$ cat config.mk
export PLATFORM = sky130hd
export DESIGN_NAME = dmem_arbiter
export DESIGN_NICKNAME = d
export VERILOG_FILES = /design/src/rtl/dmem_arbiter.sv
export SDC_FILE = /design/constraint.sdc
export NUM_CORES = 1
export LEC_CHECK = 0
export CAP_MARGIN = 30
export CORE_AREA = 3 3 141 143
export CTS_CLUSTER_SIZE = 24
export DETAILED_ROUTE_END_ITERATION = 10
export DIE_AREA = 0 0 144 146
export PLACE_DENSITY = 0.71
export SLEW_MARGIN = 0
export SYNTH_ARGS = -nofsm -noshare
export SYNTH_HDL_FRONTEND = slang
export SYNTH_SLANG_ARGS = --single-unit
$ cat constraint.sdc
create_clock -name clk_i -period 2.5 [get_ports clk_i]
set_input_delay 0.25 -clock clk_i [delete_from_list [all_inputs] [get_ports clk_i]]
set_output_delay 0.25 -clock clk_i [all_outputs]
set_load 0.1 [all_outputs]
$ cat src/rtl/dmem_arbiter.sv
// Single-port data memory arbiter: CPU-first with a DMA starvation guard and fixed latency.
// Define DMEM_ARB_PERF_EN to build the stall/grant performance counters.
module dmem_arbiter #(
  parameter int unsigned MEM_LAT      = 1,
  parameter int unsigned DMA_MAX_WAIT = 8
) (
  input  logic        clk_i,
  input  logic        rst_ni,
  input  logic        cpu_req_i,
  input  logic        cpu_we_i,
  input  logic [31:0] cpu_addr_i,
  input  logic [31:0] cpu_wdata_i,
  output logic [31:0] cpu_rdata_o,
  output logic        cpu_done_o,
  output logic        stall_m_o,
  input  logic        dma_req_i,
  input  logic        dma_we_i,
  input  logic [31:0] dma_addr_i,
  input  logic [31:0] dma_wdata_i,
  output logic [31:0] dma_rdata_o,
  output logic        dma_gnt_o,
  output logic        dma_done_o,
  output logic        mem_en_o,
  output logic        mem_we_o,
  output logic [31:0] mem_addr_o,
  output logic [31:0] mem_wdata_o,
  input  logic [31:0] mem_rdata_i,
  output logic [31:0] perf_cpu_stall_o,
  output logic [31:0] perf_dma_gnt_o
);

  localparam logic [2:0] LatMax  = 3'(MEM_LAT);
  localparam logic [7:0] WaitMax = 8'(DMA_MAX_WAIT);

  typedef enum logic [1:0] {StIdle, StCpu, StDma} state_e;

  state_e      state_q;
  logic [2:0]  lat_cnt_q;
  logic [7:0]  wait_cnt_q, wait_cnt_d;
  logic        we_q;
  logic [31:0] addr_q, wdata_q;

  logic dma_win, cpu_win, last;

  always_comb begin
    dma_win = (state_q == StIdle) && dma_req_i && (!cpu_req_i || (wait_cnt_q == WaitMax));
    cpu_win = (state_q == StIdle) && cpu_req_i && !dma_win;
    last    = (state_q != StIdle) && (lat_cnt_q == LatMax);
  end

  // Waiting DMA ages every cycle it is not being served; the grant edge restarts the count.
  always_comb begin
    wait_cnt_d = wait_cnt_q;
    if (!dma_req_i || dma_win) begin
      wait_cnt_d = 8'd0;
    end else if ((state_q != StDma) && (wait_cnt_q != WaitMax)) begin
      wait_cnt_d = wait_cnt_q + 8'd1;
    end
  end

  always_ff @(posedge clk_i or negedge rst_ni) begin
    if (!rst_ni) begin
      state_q    <= StIdle;
      lat_cnt_q  <= 3'd0;
      wait_cnt_q <= 8'd0;
      we_q       <= 1'b0;
      addr_q     <= 32'd0;
      wdata_q    <= 32'd0;
    end else begin
      wait_cnt_q <= wait_cnt_d;
      unique case (state_q)
        StIdle: begin
          lat_cnt_q <= 3'd0;
          if (dma_win) begin
            state_q <= StDma;
            we_q    <= dma_we_i;
            addr_q  <= dma_addr_i;
            wdata_q <= dma_wdata_i;
          end else if (cpu_win) begin
            state_q <= StCpu;
            we_q    <= cpu_we_i;
            addr_q  <= cpu_addr_i;
            wdata_q <= cpu_wdata_i;
          end
        end
        StCpu, StDma: begin
          if (last) begin
            state_q   <= StIdle;
            lat_cnt_q <= 3'd0;
          end else begin
            lat_cnt_q <= lat_cnt_q + 3'd1;
          end
        end
        default: begin
          state_q   <= StIdle;
          lat_cnt_q <= 3'd0;
        end
      endcase
    end
  end

  always_comb begin
    mem_en_o    = (state_q != StIdle);
    mem_we_o    = mem_en_o & we_q;
    mem_addr_o  = addr_q;
    mem_wdata_o = wdata_q;
    cpu_done_o  = last && (state_q == StCpu);
    dma_done_o  = last && (state_q == StDma);
    dma_gnt_o   = (state_q == StDma);
    cpu_rdata_o = cpu_done_o ? mem_rdata_i : 32'd0;
    dma_rdata_o = dma_done_o ? mem_rdata_i : 32'd0;
    // Reset must force every output low even if the CPU keeps its request up.
    stall_m_o   = cpu_req_i & ~cpu_done_o & rst_ni;
  end

`ifdef DMEM_ARB_PERF_EN
  logic [31:0] perf_cpu_stall_q, perf_dma_gnt_q;

  always_ff @(posedge clk_i or negedge rst_ni) begin
    if (!rst_ni) begin
      perf_cpu_stall_q <= 32'd0;
      perf_dma_gnt_q   <= 32'd0;
    end else begin
      if (stall_m_o) perf_cpu_stall_q <= perf_cpu_stall_q + 32'd1;
      if (dma_done_o) perf_dma_gnt_q <= perf_dma_gnt_q + 32'd1;
    end
  end

  assign perf_cpu_stall_o = perf_cpu_stall_q;
  assign perf_dma_gnt_o   = perf_dma_gnt_q;
`else
  assign perf_cpu_stall_o = 32'd0;
  assign perf_dma_gnt_o   = 32'd0;
`endif

endmodule

# --- After elaboration in Yosys (flattened, before gate mapping) ---
# Index checks and enable logic that the tools add are counted.
# W data, S select, Z words.
op_classes:
  shifts: 0
  order_cmp: 0
  n_div: 0
  bitwise: 4
  n_reduce_logical: 20
  eq_ne: 8
  n_addsub: 2
  mul: 0
  mux: 16
op_table:
  columns: ["operator", "count"]
  rows:
  - ["$mux W32", 6]
  - ["$mux W8", 2]
  - ["$add A8 B1 Y8 const B", 1]
  - ["$eq A8 B4 Y1 const B", 1]
  - ["$logic_and A1 B1 Y1", 8]
  - ["$ne A8 B4 Y1 const B", 1]
  - ["$mux W2", 3]
  - ["$mux W3", 2]
  - ["$reduce_bool A2 Y1", 3]
  - ["$ne A2 B2 Y1 const B", 2]
  - ["$pmux W2 S2", 1]
  - ["$reduce_and A2 Y1", 2]
  - ["$add A3 B1 Y3 const B", 1]
  - ["$and A1 B1 Y1", 3]
  - ["$eq A3 B1 Y1 const B", 1]
  - ["$logic_not A1 Y1", 3]
  - ["$ne A3 B3 Y1 const B", 1]
  - ["$eq A2 B1 Y1 const B", 1]
  - ["$eq A2 B2 Y1 const B", 1]
  - ["$logic_not A2 Y1", 1]
  - ["$logic_or A1 B1 Y1", 2]
  - ["$mux W1", 2]
  - ["$reduce_or A2 Y1", 1]
  - ["$not A1 Y1", 1]
totals:
  output_inout_bits: 198
  register_bits: 78
  input_bits: 166
  mem_bits_ro: 0
  ramBits: 0
  latch_bits: 0
  mem_count: 0

# --- Logic depth before layout (Yosys ltp) ---
# Gate-level depths: netlist (run 1).
logic_depth:
  word_depth: 8
  ltp_mapped: 8

# --- Worst setup path before layout (run 1) ---
# No wires, ideal clock.
synth_timing:
  path_type: "reg-to-output"
  startpoint: "register state_q[1]"
  endpoint: "output stall_m_o"
  path_stages_with_launch: 8
  slack_ns: -0.674
  t_required_ns: 2.250
  arrival_time_ns: 2.924
  path_cell_list: "dfrtp_1 inv_1 ha_1 buf_2 nor3b_1 clkbuf_1 and2_1 nor2_1"
synth_between:
  elab_chain_len: 6
  elab_cells_between_ends: 7
  cone_classes: "eq/ne (1); bitwise (3); reduce/logical (3)"
synth_rtl:
  columns: ["element", "line", "rtl"]
  rows:
  - ["start: declaration", "37", "state_e state_q;"]
  - ["start signal: assignment", "63", "state_q <= StIdle;"]
  - ["start signal: assignment", "75", "state_q <= StDma;"]
  - ["start signal: assignment", "80", "state_q <= StCpu;"]
  - ["$reduce_bool A2 Y1", "48", "last = (state_q != StIdle) && (lat_cnt_q == LatMax);"]
  - ["$logic_and A1 B1 Y1", "48", null]
  - ["$logic_and A1 B1 Y1 (*)", "107", "cpu_done_o = last && (state_q == StCpu);"]
  - ["via cpu_done_o", "14", "output logic cpu_done_o,"]
  - ["$not A1 Y1 (*)", "113", "stall_m_o = cpu_req_i & ~cpu_done_o & rst_ni;"]
  - ["$and A1 B1 Y1 (*) (2 in series)", "113", null]
  - ["end: declaration", "15", "output logic stall_m_o,"]
# The timed path passes the listed nets; every way through them passes the cells marked *.

# --- Worst setup path in the final report (run 1) ---
layout_timing:
  startpoint: "register state_q[0]"
  endpoint: "output dma_rdata_o[20]"
layout_between:
  elab_chain_len: 4
  elab_cells_between_ends: 5
  cone_classes: "eq/ne (1); mux (1); reduce/logical (3)"
layout_rtl:
  columns: ["element", "line", "rtl"]
  rows:
  - ["$reduce_bool A2 Y1", "48", null]
  - ["$logic_and A1 B1 Y1", "48", null]
  - ["$logic_and A1 B1 Y1 (*)", "108", "dma_done_o = last && (state_q == StDma);"]
  - ["$mux W32 (*)", "111", "dma_rdata_o = dma_done_o ? mem_rdata_i : 32'd0;"]
  - ["end: declaration", "20", "output logic [31:0] dma_rdata_o,"]
# Every way passes the cells marked *; elsewhere a longest branch is shown, timed or not.

==> impl_metrics.yaml, run 1 <==
outcome:
  outcome: "finished clean"
critical_path:
  crit_arrival_ps: 2090
  slowest_delay_ps: 660
  crit_cells: 4
  crit_buf_inv: 2
  startpoint_type: "flip-flop"
  cp-startpoint: "state_q[0]"
  cp_cell_sequence: "inv_1 > ha_2 > and3_2 > buf_12"
  reg2regPathDepth: 4
  critical_path_class: "reg2out"
  cp_top_family: "adder cells"
  timing.rr.start: "wait_cnt_q[5]"
  crit_path_end_kind: "output pin"
  critical_path_required_ps: 2250
  crit_fanout: 42
  cpMaxStageDelayCell: "ha_2"
grt:
  grt_pass1_wl_um: 35700
  grt_pass1_vias: 6509
  antenna_found_initial: 0
  grt_max_degree: 78
  overflow: 0
  track_usage: 0.209
cells_and_area:
  n_antenna_cell: 0
  nets: 1168
  num-fill-cells: 1712
  final_area_um2: 9950
  area_growth_syn_to_layout_pct: 62.3
  final_layout_size_suffix_gt1_frac: 0.272
  finalNonFillerCells: 1233
die:
  start_util: 0.328
  ios: 364
  rows: 50
  die_h_um: 146
  dieArea_um2: 21000
  die_w_um: 144
  coreArea_um2: 18700
timing:
  tightest_slew_ps: 690
  fmax_mhz: 427
  setup_viol: 0
  setup_slack_ps: 159
  hold_viol_final: 0
  period_share: 0.936
  min_period_ps: 2340
  clock_skew_ps: 9.99
  slew_viol_final: 0
  rsz0062_at_grt: "false"
  relSlewSlack: 0.540
synth:
  synth_top_area_share: 0.318
  yosys.area.top_type: "dfrtp_1"
  synth_area_leaders: "dfrtp_1 (32%), buf_4 (8.0%), nor4_1 (6.6%)"
  synth_seq_cells: 78
  synth_cells: 747
  synth_edf_count: 0
  synth_area_per_cell_um2: 8.20
  ys_seq_area_frac: 0.318
  yosysWarnings: 0
  synth_area_um2: 6130
  yosysUniqueCellTypes: 45
  synthArstFlopShare: 1.00
  yosys_most_used_dff: "dfrtp_1"
route:
  vias_per_cell: 5.46
  drt_iter0_drc: 387
  num_vias: 6733
  drc: 0
  ant_nets: 0
  drt-total-wl_um: 23300
  wl_per_cell_um: 18.9
  firstDrtPassIters: 4
run:
  drv_cap: 0
clock_network:
  clkLatencyLatePin_ps: 340
  clockBufferDepth: 2
  clkTransAtPathRegs_ps: 60
  clock_sinks: 78
  post_cts_buffers: 0
  numCtsBuffers: 9
  root_buffer: "clkbuf_16"
  tritoncts: "yes"
  htree_num_levels: 3
min_path:
  hold_path_class: "in2async"
placed_design:
  portBuffers: 299
  dpl_worst_slack_ps: 373
  gp_congestion: 0.789
  place_area_um2: 9640
  hpwl_um: 16300
  dp.cells: 1217
power_and_ir_drop:
  p_leak_uw: 0.00411
  ir_drop_mv: 1.12
  power_uw: 12600
  power.density_nw_per_um2: 1270
-- power breakdown --
group          total (uW)  leakage, uW  internal, uW  switching, uW
sequential           2240     0.000906          1840            398
clock                1360     0.000149           824            535
combinational        9020      0.00306          2220           6810
total               12600      0.00411          4880           7740
-- layout make-up --
cell class,instances,area (um^2),area share
Tap cell,234,293,0.0294
Sequential cell,78,1950,0.196
Inverter,45,169,0.0170
Multi-Input combinational cell,540,3520,0.354
Clock inverter,3,43.8,0.00440
Timing Repair Buffer,321,3710,0.373
Clock buffer,12,256,0.0258
-- cell usage after synthesis, drive strengths merged (2+ instances only) --
master and n:
buf 84, dfrtp 78, nor3 66, nor4 66, a21oi 65, and3 64, clkbuf 63, inv 44
a2111oi 38, nand3b 31, a211oi 29, o22ai 28, or2 28, ha 7, o21ai 7, a221oi 6
nand2 6, nor2 6, a22oi 3, or3 3, and2 2, and4b 2, nand4b 2, nor2b 2
or4 2, xor2 2
-- worst paths after layout --
check	endpoint	slack, ps
max	dma_rdata_o[20]	160
min in group clk_i	state_q[1]	460
min	mem_wdata_o[28]	250
max in group asynchronous	mem_wdata_o[31]	1490
max reg2reg	mem_addr_o[0]	350
min reg2reg	lat_cnt_q[0]	470
-- layer usage --
layer	wire length (um)	GRT usage	part of all wire
met2	11500	0.349	0.50
met5	0	0	0
met1	9050	0.259	0.39
met3	2280	0.0644	0.098
met4	426	0.0574	0.018
-- repair_timing --
item,in CTS,in global routing
setup endpoints to repair,0,0
hold buffers,1,0
hold endpoints to repair,1,0
gates resized for setup,0,0
-- kinds of logic after synthesis --
logic type | count (synthesis) | share of synthesized area
simple gates | 286 | 0.284
buf+inv | 192 | 0.163
compound gates | 180 | 0.215
flops | 78 | 0.318
fa+ha+maj | 7 | 0.0143
xor+xnor | 3 | 0.00429
other cells | 1 | 0.000612
-- state kept, by name, indices dropped and copies added (netlist names) --
| name | flops |
|---|---|
| lat_cnt_q | 3 |
| mem_addr_o | 32 |
| mem_wdata_o | 32 |
| state_q | 2 |
| wait_cnt_q | 8 |
| we_q | 1 |
-- placed cells by master (no fill, tap or decap), types with 2 or more instances in the layout --
cell type,Yosys,final
dfrtp_1,78,78
and4b_1,2,2
o21ai_0,6,6
o22ai_1,28,28
buf_4,65,84
xor2_1,2,2
a2111oi_0,18,18
ha_1,7,5
and3_1,64,25
clkdlybuf4s50_1,0,162
a21oi_1,65,65
clkbuf_16,0,9
or2_2,28,28
nand2_1,6,5
or3_1,3,3
and3_2,0,39
nor3_1,66,66
nand4b_1,2,2
a221oi_1,6,6
nor4_1,65,65
and2_2,0,2
clkbuf_8,0,2
a2111oi_2,20,20
conb_1,1,64
inv_1,44,44
buf_2,15,2
nor2_1,6,5
a211oi_1,29,29
a22oi_1,3,3
buf_12,0,72
nand3b_1,31,31
-- through the flow --
| step | utilization | setup TNS, ps | hold slack [ps] |
|---|---|---|---|
| finish | 0.532 | 0 | 250 |
| global route | 0.532 | 0 | 248 |
| CTS | 0.532 | 0 | 226 |
| detailed placement | 0.515 | 0 | 58.8 |
| global placement | 0.515 | 0 | 59.1 |
| floorplan | - | -13.1 | -45.6 |
(Power assumes the default switching activity.)
==> run 2, diff against run 1 <==
--- a/config.mk
+++ b/config.mk
@@ -11,7 +11,7 @@
 export DETAILED_ROUTE_END_ITERATION = 10
 export DIE_AREA = 0 0 144 146
 export PLACE_DENSITY = 0.71
-export SLEW_MARGIN = 0
+export SETUP_SLACK_MARGIN = 0.3
 export SYNTH_ARGS = -nofsm -noshare
 export SYNTH_HDL_FRONTEND = slang
 export SYNTH_SLANG_ARGS = --single-unit
==> impl_metrics.yaml, run 2 (synthesis gave the netlist of run 1 again) <==
clock_network:
  clock_sinks: 78
  root_buffer: "clkbuf_16"
  clockBufferDepth: 2
  clkLatencyLatePin_ps: 340
  htree_num_levels: 3
  numCtsBuffers: 9
  tritoncts: "yes"
  clkTransAtPathRegs_ps: 60
min_path:
  hold_path_class: "in2reg"
  hold_path_depth: 3
critical_path:
  crit_fanout: 8
  critical_path_class: "reg2out"
  crit_arrival_ps: 1900
  critical_path_required_ps: 2250
  crit_path_end_kind: "output pin"
  startpoint_type: "flip-flop"
  reg2regPathDepth: 4
die:
  coreArea_um2: 18700
  die_w_um: 144
  start_util: 0.328
  dieArea_um2: 21000
  rows: 50
  ios: 364
  die_h_um: 146
route:
  firstDrtPassIters: 4
  drt_iter0_drc: 306
  drc: 0
  wl_per_cell_um: 19.2
  drt-total-wl_um: 24000
  num_vias: 6853
  vias_per_cell: 5.49
  ant_nets: 0
grt:
  grt_pass1_vias: 6802
  antenna_found_initial: 1
  track_usage: 0.213
  overflow: 0
  grt_max_degree: 77
  grt_pass1_wl_um: 36200
cells_and_area:
  area_growth_syn_to_layout_pct: 68.1
  nets: 1184
  final_layout_size_suffix_gt1_frac: 0.309
  final_common_cell: "clkdlybuf4s50_1"
  layout_common_cells: "clkdlybuf4s50_1 (162), buf_4 (89), dfrtp_1 (78)"
outcome:
  outcome: "finished clean"
timing:
  hold_viol_final: 0
  fin_worst_hold_slack_ps: 289
  slew_viol_final: 0
  rsz0062_at_grt: "true"
  relSlewSlack: 0.640
  period_share: 0.861
  clock_skew_ps: 7.67
  setup_tns_ps: 0
  tightest_slew_ps: 536
  setup_viol: 0
  min_period_ps: 2150
  fmax_mhz: 464
power_and_ir_drop:
  power_frac_comb: 0.735
  ir_drop_mv: 1.25
  pwr-share-clk: 0.091
  p_leak_uw: 0.00417
  power.density_nw_per_um2: 1250
  share_seq_of_total_power: 0.174
  intPower_uw: 4990
  p_sw_uw: 7870
  switching_share: 0.612
run:
  drv_cap: 0
placed_design:
  hpwl_um: 16700
  gp_congestion: 0.809
  portBuffers: 299
-- run 2: layout make-up --
class                   count  area [um^2]
diodes                      1         2.50
clock buffers              11          233
clock inverters             2         12.5
fillers                  1692         8410
inverters                  45          169
multi-input cells         540         3660
flip-flops and latches     78         1950
well taps                 234          293
repair buffers            337         3980
-- run 2: per-stage QoR --
stage          area [um^2]  worst slack, ps  instances   util  power, uW
5_1_grt              10300              249       1248  0.551      13400
2_1_floorplan         6490              188        810      -       9110
3_3_place_gp          9720              314       1217  0.520      11300
3_5_place_dp          9720              251       1217  0.520      11300
6_report             10300              347       1248  0.551      12900
4_1_cts              10100              303       1236  0.539      12700
-- run 2: power by group through the flow --
stage / Combinational, uW / Clock (uW) / Sequential (uW)
floorplan: 3180 / 0 / 5930
global placement: 9040 / 0 / 2230
detailed placement: 9110 / 0 / 2230
CTS: 9270 / 1210 / 2230
global route: 9870 / 1260 / 2300
finish: 9460 / 1170 / 2230
-- run 2: what timing repair did --
action | 4_1_cts | 5_1_grt
endpoints found under the setup margin | 79 | 73
hold buffers | 1 | 0
pin swaps | 1 | 1
gates resized for setup | 10 | 21
cloned | 2 | 3
hold endpoints to repair | 24 | 0
buffers inserted | 3 | 8
-- run 2: final timing paths --
| path | slack (ps) | to | from |
|---|---|---|---|
| hold reg to reg | 470 | lat_cnt_q[0] | lat_cnt_q[0] |
| hold / removal | 290 | mem_addr_o[15] | cpu_req_i |
| setup / recovery | 350 | cpu_rdata_o[1] | lat_cnt_q[1] |
| max in group asynchronous | 1380 | lat_cnt_q[2] | rst_ni |
| setup reg to reg | 500 | mem_wdata_o[13] | wait_cnt_q[4] |
| min in group asynchronous | 350 | mem_wdata_o[24] | rst_ni |
-- run 2: worst max-delay path: stages (launching register included) --
cell       delay [ps]
dfrtp_1           380
inv_1              60
ha_2              170
nor3b_4           210
buf_6             200
clkbuf_16         170
and3_2            200
buf_12            170
-- run 2: metal layers --
layer	global-route usage	up-vias	part of all wire
met5	0	-	0
met4	0.0838	0	0.028
met3	0.0572	47	0.081
met2	0.368	308	0.51
met1	0.248	3300	0.38
li1	-	3198	-
